### src/rtl/servo_pkg.sv
// servo_pkg: shared width type, default timing parameters, FSM encoding and width clamp helper
package servo_pkg;
  localparam int WW = 19;
  typedef logic [WW-1:0] width_t;
  localparam int DEF_FRAME_CYC = 1000000;
  localparam int DEF_MIN_W = 18000;
  localparam int DEF_MAX_W = 130000;
  localparam int DEF_INIT_W = 74250;
  typedef enum logic [1:0] {IDLE = 2'd0, RUN = 2'd1, STOP = 2'd2} state_t;
  function automatic width_t clamp_w(input width_t w, input width_t lo, input width_t hi);
    return w < lo ? lo : w > hi ? hi : w;
  endfunction
endpackage

### src/rtl/servo_rr_arb.sv
// servo_rr_arb: two-channel sweep arbiter, evaluates on frame_start, holds grant until sdone or sreq drop
module servo_rr_arb
  import servo_pkg::*;
(
  input  logic       clk,
  input  logic       rst_n,
  input  logic       frame_start,
  input  logic [1:0] sreq,
  input  logic [1:0] sdone,
  output logic [1:0] sgnt
);
  logic       prio;
  logic [1:0] pick;
  assign pick = &sreq ? (prio ? 2'b10 : 2'b01) : sreq;
  always_ff @(posedge clk or negedge rst_n)
    if (!rst_n) begin
      sgnt <= '0;
      prio <= 1'b0;
    end else if (|sgnt) begin
      if (|(sgnt & (sdone | ~sreq))) sgnt <= '0;
    end else if (frame_start && |pick) begin
      sgnt <= pick;
      prio <= pick[0];
    end
endmodule

### src/rtl/servo_pwm_sched.sv
// servo_pwm_sched: two-channel servo PWM frame generator with clamped shadow widths and frame-gated sweep arbiter
module servo_pwm_sched
  import servo_pkg::*;
#(
  parameter int FRAME_CYC = DEF_FRAME_CYC,
  parameter int MIN_W     = DEF_MIN_W,
  parameter int MAX_W     = DEF_MAX_W,
  parameter int INIT_W    = DEF_INIT_W
) (
  input  logic          clk,
  input  logic          rst_n,
  input  logic          en,
  input  logic [WW-1:0] w0,
  input  logic [WW-1:0] w1,
  input  logic          wv0,
  input  logic          wv1,
  input  logic          sreq0,
  input  logic          sreq1,
  input  logic          sdone0,
  input  logic          sdone1,
  output logic          pwm0,
  output logic          pwm1,
  output logic          frame_start,
  output logic [WW-1:0] wa0,
  output logic [WW-1:0] wa1,
  output logic          sgnt0,
  output logic          sgnt1,
  output logic          clamp
);
  localparam int CW = $clog2(FRAME_CYC);
  localparam logic [CW-1:0] LAST = CW'(FRAME_CYC - 1);
  localparam width_t LO = width_t'(MIN_W);
  localparam width_t HI = width_t'(MAX_W);
  localparam width_t INI = width_t'(INIT_W);
  state_t        state, nxt_state;
  logic [CW-1:0] fcnt, nxt_fcnt;
  width_t        sh0, sh1, nxt_wa0, nxt_wa1;
  logic          run, last, load, oor0, oor1;
  logic [1:0]    sgnt;
  assign run = state != IDLE;
  assign last = run && fcnt == LAST;
  assign load = (state == IDLE && en) || last;
  assign oor0 = wv0 && (w0 < LO || w0 > HI);
  assign oor1 = wv1 && (w1 < LO || w1 > HI);
  always_comb begin
    nxt_state = (!run || last) ? (en ? RUN : IDLE) : (en ? state : STOP);
    nxt_fcnt = (!run || last) ? '0 : fcnt + CW'(1);
    nxt_wa0 = load ? sh0 : wa0;
    nxt_wa1 = load ? sh1 : wa1;
  end
  always_ff @(posedge clk or negedge rst_n)
    if (!rst_n) begin
      state <= IDLE;
      fcnt <= '0;
      sh0 <= INI;
      sh1 <= INI;
      wa0 <= INI;
      wa1 <= INI;
      pwm0 <= 1'b0;
      pwm1 <= 1'b0;
      frame_start <= 1'b0;
      clamp <= 1'b0;
    end else begin
      state <= nxt_state;
      fcnt <= nxt_fcnt;
      wa0 <= nxt_wa0;
      wa1 <= nxt_wa1;
      pwm0 <= nxt_state != IDLE && 32'(nxt_fcnt) < 32'(nxt_wa0);
      pwm1 <= nxt_state != IDLE && 32'(nxt_fcnt) < 32'(nxt_wa1);
      frame_start <= nxt_state == RUN && load;
      clamp <= oor0 | oor1;
      if (wv0) sh0 <= clamp_w(w0, LO, HI);
      if (wv1) sh1 <= clamp_w(w1, LO, HI);
    end
  servo_rr_arb u_arb (
    .clk        (clk),
    .rst_n      (rst_n),
    .frame_start(frame_start),
    .sreq       ({sreq1, sreq0}),
    .sdone      ({sdone1, sdone0}),
    .sgnt       (sgnt)
  );
  assign sgnt0 = sgnt[0];
  assign sgnt1 = sgnt[1];
endmodule
### config.mk
export PLATFORM = sky130hd
export DESIGN_NAME = servo_pwm_sched
export DESIGN_NICKNAME = d
export VERILOG_FILES = /design/src/rtl/servo_pkg.sv /design/src/rtl/servo_rr_arb.sv /design/src/rtl/servo_pwm_sched.sv
export SDC_FILE = /design/constraint.sdc
export NUM_CORES = 1
export LEC_CHECK = 0
export CAP_MARGIN = 20
export CORE_MARGIN = 2
export CORE_UTILIZATION = 50
export DETAILED_ROUTE_END_ITERATION = 12
export PLACE_DENSITY = 0.75
export SETUP_SLACK_MARGIN = 0.15
export SLEW_MARGIN = 20
export SYNTH_ARGS = -nofsm -noshare
export SYNTH_HDL_FRONTEND = slang
export SYNTH_SLANG_ARGS = --single-unit
### constraint.sdc
create_clock -name clk -period 3.85 [get_ports clk]
set_input_delay 0.77 -clock clk [delete_from_list [all_inputs] [get_ports clk]]
set_output_delay 0.77 -clock clk [all_outputs]
set_load 0.01 [all_outputs]
==> results_dict.tcl, run 1 <==
set metrics [dict create \
    track_usage_pct 24.6 \
    die_h_um 107 \
    internal_power_mw 1.55 \
    cts-htree-levels 3 \
    ant_nets 0 \
    multi_input_comb_area_mm2 0.00233 \
    dp_hpwl_um 10200 \
    clock_tree.root_cell "clkbuf_8" \
    die-area_mm2 0.0115 \
    vias 4187 \
    nets 695 \
    ys.warnings.count 0 \
    pwr-share-clk_pct 34.9 \
    ys_ff_latch 105 \
    core_mm2 0.0103 \
    drc_errors 0 \
    p_sw_mw 0.552 \
    pwr-share-seq_pct 55.4 \
    syn2layout_area_growth_pct 24.3 \
    synth_cell_types 45 \
    syn_area_mm2 0.00531 \
    totalWireLength_um 13400 \
    grt_pass1_wl_um 21500 \
    cp.required_ns 4.19 \
    async_reset_ff_share_pct 100 \
    status "finished clean" \
    via_per_inst 5.57 \
    io_pins 91 \
    synthFlopType "dfrtp_1" \
    clock_sinks 105 \
    grt_overflow_total 0 \
    layout-drive-gt1-share_pct 8.60 \
    yosysSeqAreaShare_pct 50.0 \
    tightest_slew_ns 0.739 \
    final_cell_mix "clkdlybuf4s50_1, dfrtp_1, inv_1" \
    regToRegSetupSlack_ns 0.45 \
    fmax_ghz 0.294 \
    crit_path_end_kind "flip-flop" \
    drt_iter0_drc 218 \
    yosysTopAreaCellShare_pct 40.1 \
    row_count 37 \
    tritoncts "built" \
    synthTopCellsByArea "dfrtp_1, dfstp_2, ha_1, mux2i_1, inv_1" \
    drt_first_pass_iters 5 \
    period_needed_ns 3.40 \
    p_sw_share_pct 26.2 \
    relSlewSlack_pct 50.7 \
    netlist_instances 515 \
    hold_path.class "in -> async" \
    arrival_ns 3.73 \
    grt_pass1_vias 4154 \
    cts_hold_buf 0 \
    min_period_over_period_pct 88.3 \
    path_clk_slew_ns 0.11 \
    ctsLongestPathBuffers 2 \
    cellLeakagePower_nw 3.13 \
    grt_max_degree 58 \
    avgRoutedWirePerCell_um 17.8 \
    gp_congestion 0.909 \
    hold_viol_final 0 \
    startpoint_type "flip-flop" \
    power_mw 2.11 \
    grt_setup_unrepaired "no" \
    regArea_mm2 0.00265 \
    die_w_um 107 \
    nFillCells 843 \
    setup_viol 0 \
    layout_commonest_cell "clkdlybuf4s50_1" \
    combPwrFrac_pct 9.6 \
    clock_latency_ns 0.39 \
    synth-edff-count 0 \
    finalMaxSlewViolations 0 \
    fin_skew_ns 0.0172 \
    synth_area_per_cell_um2 10.3 \
    io_buffers 90 \
    n_antenna_cell 0 \
    syn_nets 599 \
    start_util_pct 51.4 \
    cp_max_fo 7 \
    cts_buffers 9 \
    power_density_mw_per_mm2 319 \
    antenna_found_initial 0 \
    yosysTopAreaCell "dfrtp_1" \
    fin_setup_tns_ns 0 \
    peakVddDrop_v 0.000239 \
    critPathKind "reg -> reg" \
    drv_cap 0 \
]
synthesized netlist by cell type (all sizes together), types with 2 or more instances:
cell / instances
and3b: 2
a211oi: 6
nor4: 3
or3: 4
o21ai: 18
nand3b: 4
nor3: 2
and3: 5
o41ai: 4
and2: 3
or2: 2
dfstp: 20
inv: 70
nor2: 49
o22a: 8
nor2b: 6
a221oi: 2
nand3: 11
nand2b: 3
clkbuf: 9
mux2: 5
a31oi: 4
mux2i: 34
and4: 4
o41a: 2
dfrtp: 85
nand2: 26
xor2: 11
ha: 37
a21o: 6
o22ai: 20
a21oi: 20
o311a: 2
o211ai: 2
buf: 4
xnor2: 3
nand4: 13
power groups by stage:
| stage | Combinational, mW | Clock (mW) | Sequential (mW) |
|---|---|---|---|
| after detailed placement | 0.203 | 0 | 1.19 |
| after floorplan | 0.0847 | 0 | 1.18 |
| after global placement | 0.197 | 0 | 1.19 |
| after global routing | 0.224 | 0.789 | 1.17 |
| final | 0.203 | 0.736 | 1.17 |
| after CTS | 0.204 | 0.753 | 1.17 |
cells by family after synthesis:
kind of cell	Yosys count	share of synthesized area (%)
multiplexers	39	7.54
buffers and inverters	83	6.22
XOR/XNOR	14	2.31
AND/OR/NAND/NOR	139	13.0
AO/OA/AOI/OAI	98	12.2
flip-flops	105	50.0
adder cells (fa/ha/maj)	37	8.72
metrics by stage:
stage	utilization, %	hold slack, ns	instance area [um^2]	setup WS (ns)	std cells
after detailed placement	61.8	0.483	6380	0.173	736
after CTS	63.8	0.447	6590	0.312	752
after floorplan	-	0.441	5310	0.801	515
after global routing	63.9	0.483	6600	0.186	752
after global placement	61.8	0.475	6380	0.291	736
final	63.9	0.436	6600	0.451	752
worst max-delay path, cell delays in order, from the launching register on:
cell and delay [ns]:
dfrtp_1 0.44, nor4_1 0.29, nand4_1 0.26, o22ai_1 0.55, nor2_1 0.28, ha_1 0.36, a211oi_1 0.27, nor2_1 0.09
a211oi_1 0.19, o21ai_0 0.12, a221oi_1 0.31, o311a_1 0.20
sequential cells by signal (all words and copies together) (netlist names), 2 cells and up:
name and count:
u_arb.sgnt 2, fcnt 20, sh1 19, sh0 19
wa0 19, wa1 19, state 2
final cells by class:
cell class	count	share of cell area [%]
flip-flops and latches	105	40.2
clock inverters	7	1.31
multi-input cells	327	35.4
well taps	136	2.58
clock buffers	9	1.88
repair buffers	98	14.7
inverters	70	3.98
routing by layer:
metal	part of all wire [%]	global-route usage (%)	up-vias	wire [um]
met5	0	0	-	0
met4	1.7	7.05	0	223
met1	45	34.0	2044	5970
met3	4.8	5.17	17	636
met2	49	39.1	123	6520
li1	-	-	2003	-
final timing paths:
path                                       to     start  depth (start not counted)
worst max-delay path                     pwm0  fcnt[11]                         11
worst min-delay path            u_arb.sgnt[0]     rst_n                          1
worst max register to register           pwm0  fcnt[11]                         11
worst min register to register         sh0[1]    sh0[1]                          2
max in group asynchronous             wa1[16]     rst_n                          2
min in group clk                       sh0[1]    sh0[1]                          2
what timing repair did:
action	CTS	global route
resized for setup	0	4
setup endpoints to repair	0	1
buffers inserted	0	0
(Power assumes the default switching activity.)
==> run 2, diff against run 1 <==
--- a/config.mk
+++ b/config.mk
@@ -7,10 +7,11 @@
 export LEC_CHECK = 0
 export CAP_MARGIN = 20
 export CORE_MARGIN = 2
-export CORE_UTILIZATION = 50
+export CORE_UTILIZATION = 48
 export DETAILED_ROUTE_END_ITERATION = 12
 export PLACE_DENSITY = 0.75
 export SETUP_SLACK_MARGIN = 0.15
+export SKIP_LAST_GASP = 1
 export SLEW_MARGIN = 20
 export SYNTH_ARGS = -nofsm -noshare
 export SYNTH_HDL_FRONTEND = slang
==> constraint.sdc (replaced) <==
create_clock -name clk -period 2.9 [get_ports clk]
set_input_delay 0.58 -clock clk [delete_from_list [all_inputs] [get_ports clk]]
set_output_delay 0.58 -clock clk [all_outputs]
set_load 0.01 [all_outputs]
==> run 2 against run 1 <==
The flow now finishes with violations (setup timing); die area is 4.0% higher; non-clock buffer count is 61 higher; combinational power is 35% higher; sequential share of layout area is 4.5 points lower; clock skew is 0.0011 ns lower; cell area is 13% higher; core utilization is 5.0 points higher; sequential power is 33% higher; maximum frequency is 11% higher; largest cell class is now multi-input gates; largest power group unchanged.
==> results_dict.tcl, run 2 (synthesis gave the netlist of run 1 again) <==
set metrics [dict create \
    row_count 38 \
    track_usage_pct 25.4 \
    nFillCells 762 \
    drv_cap 0 \
    drt_iter0_drc 220 \
    power_density_mw_per_mm2 359 \
    layout-drive-gt1-share_pct 22.9 \
    layout_commonest_cell "clkdlybuf4s50_1" \
    setup_viol 2 \
    final_util_pct 69.0 \
    dp_hpwl_um 10500 \
    arrival_ns 3.38 \
    io_buffers 90 \
    drt_first_pass_iters 4 \
    fin_skew_ns 0.0161 \
    via_per_inst 5.51 \
    cp.required_ns 3.21 \
    cellLeakagePower_nw 3.50 \
    period_needed_ns 3.07 \
    r2r_start "fcnt[10]" \
    hold_viol_final 0 \
    cts_hold_buf 0 \
    grt_pass1_vias 4629 \
    tightest_slew_ns 0.647 \
    status "complete, but fails checks" \
    crit_path_end_kind "flip-flop" \
    totalWireLength_um 14300 \
    grt_overflow_total 0 \
    start_util_pct 49.2 \
    core_mm2 0.0108 \
    cts_buffers 9 \
    tritoncts "built" \
    placed_cells 787 \
    min_period_over_period_pct 106 \
    die_h_um 109 \
    syn2layout_area_growth_pct 40.2 \
    avgRoutedWirePerCell_um 17.6 \
    io_pins 91 \
    hold_path.class "in -> async" \
    largest_reg_flops 20 \
    ff2ff_path_depth 12 \
    path_clk_slew_ns 0.10 \
    vias 4498 \
    grt_max_degree 56 \
    layout.cells.non_filler 817 \
    die_w_um 109 \
    finalMaxSlewViolations 0 \
    regToRegSetupSlack_ns -0.17 \
    antenna_found_initial 0 \
    relSlewSlack_pct 56.9 \
    ctsLongestPathBuffers 2 \
    gp_congestion 0.898 \
    drc_errors 0 \
    critPathKind "reg -> reg" \
    clock_tree.root_cell "clkbuf_8" \
    clock_latency_ns 0.38 \
    nets 756 \
    crit_end "pwm0" \
    worstReg2RegEnd "pwm0" \
    startpoint_type "flip-flop" \
    die-area_mm2 0.0119 \
    cts-htree-levels 3 \
    final_cell_mix "clkdlybuf4s50_1, dfrtp_1, inv_1" \
    clock_sinks 105 \
    n_antenna_cell 0 \
    ant_nets 0 \
    worst_slack_ns -0.172 \
    largest-register "fcnt" \
    cp_max_fo 6 \
    grt_setup_unrepaired "yes" \
    crit_start "fcnt[10]" \
    fmax_ghz 0.325 \
    violations "setup timing" \
    grt_pass1_wl_um 23000 \
    peakVddDrop_v 0.000218 \
]
[run 2: area by class of cell]
class / count / area (um^2) / area share [%]
clock buffer: 10 / 128 / 1.71
clock inverter: 6 / 47.5 / 0.639
inverter: 70 / 263 / 3.53
multi-input combinational: 327 / 2670 / 35.9
sequential: 105 / 2650 / 35.6
tap: 140 / 175 / 2.35
timing repair buffer: 159 / 1500 / 20.2
[run 2: per-stage QoR]
| step | cell area (um^2) | total power, mW | setup TNS, ns | setup slack (ns) | hold slack (ns) |
|---|---|---|---|---|---|
| after detailed placement | 6790 | 1.85 | -0.706 | -0.356 | 0.487 |
| final | 7440 | 2.67 | -0.334 | -0.172 | 0.219 |
| after floorplan | 5350 | 1.68 | 0 | 0.0403 | 0.284 |
| after CTS | 7330 | 2.69 | -0.311 | -0.155 | 0.236 |
| after global placement | 6790 | 1.84 | -0.359 | -0.182 | 0.476 |
| after global routing | 7440 | 2.78 | -0.681 | -0.374 | 0.271 |
[run 2: worst min-delay path by stage]
stage,to,start,cells after the start
2_1_floorplan,clamp,rst_n,0
3_3_place_gp,sh0[1],sh0[1],2
3_5_place_dp,sh1[13],sh1[13],2
4_1_cts,frame_start,rst_n,1
5_1_grt,state[0],rst_n,1
6_report,frame_start,rst_n,1
[run 2: what timing repair did]
action	4_1_cts	5_1_grt
pin swaps	14	13
gates resized for setup	37	22
cloned	1	0
setup buffers	11	2
endpoints found under the setup margin	2	2
[run 2: worst max-delay path: stages (launching register included)]
cell      delay [ns]
dfrtp_1         0.40
nor4_2          0.29
nand4_1         0.21
o31ai_4         0.26
buf_12          0.18
buf_6           0.13
mux2i_1         0.29
ha_1            0.31
a21o_1          0.20
a21oi_1         0.14
o21ai_1         0.09
a221oi_2        0.28
o311a_1         0.20
[run 2: report_power, final]
part	switching, mW	internal (mW)	leakage [nW]
logic	0.143	0.132	2.11
registers	0.0440	1.52	1.30
clock network	0.514	0.324	0.0881
total	0.701	1.97	3.50
[run 2: per-layer routing]
metal	GRT usage [%]	up-vias	part of all wire [%]
li1	-	2120	-
met1	32.4	2240	43
met2	43.7	107	51
met3	4.36	31	3.5
met4	8.33	0	2.5
met5	0	-	0
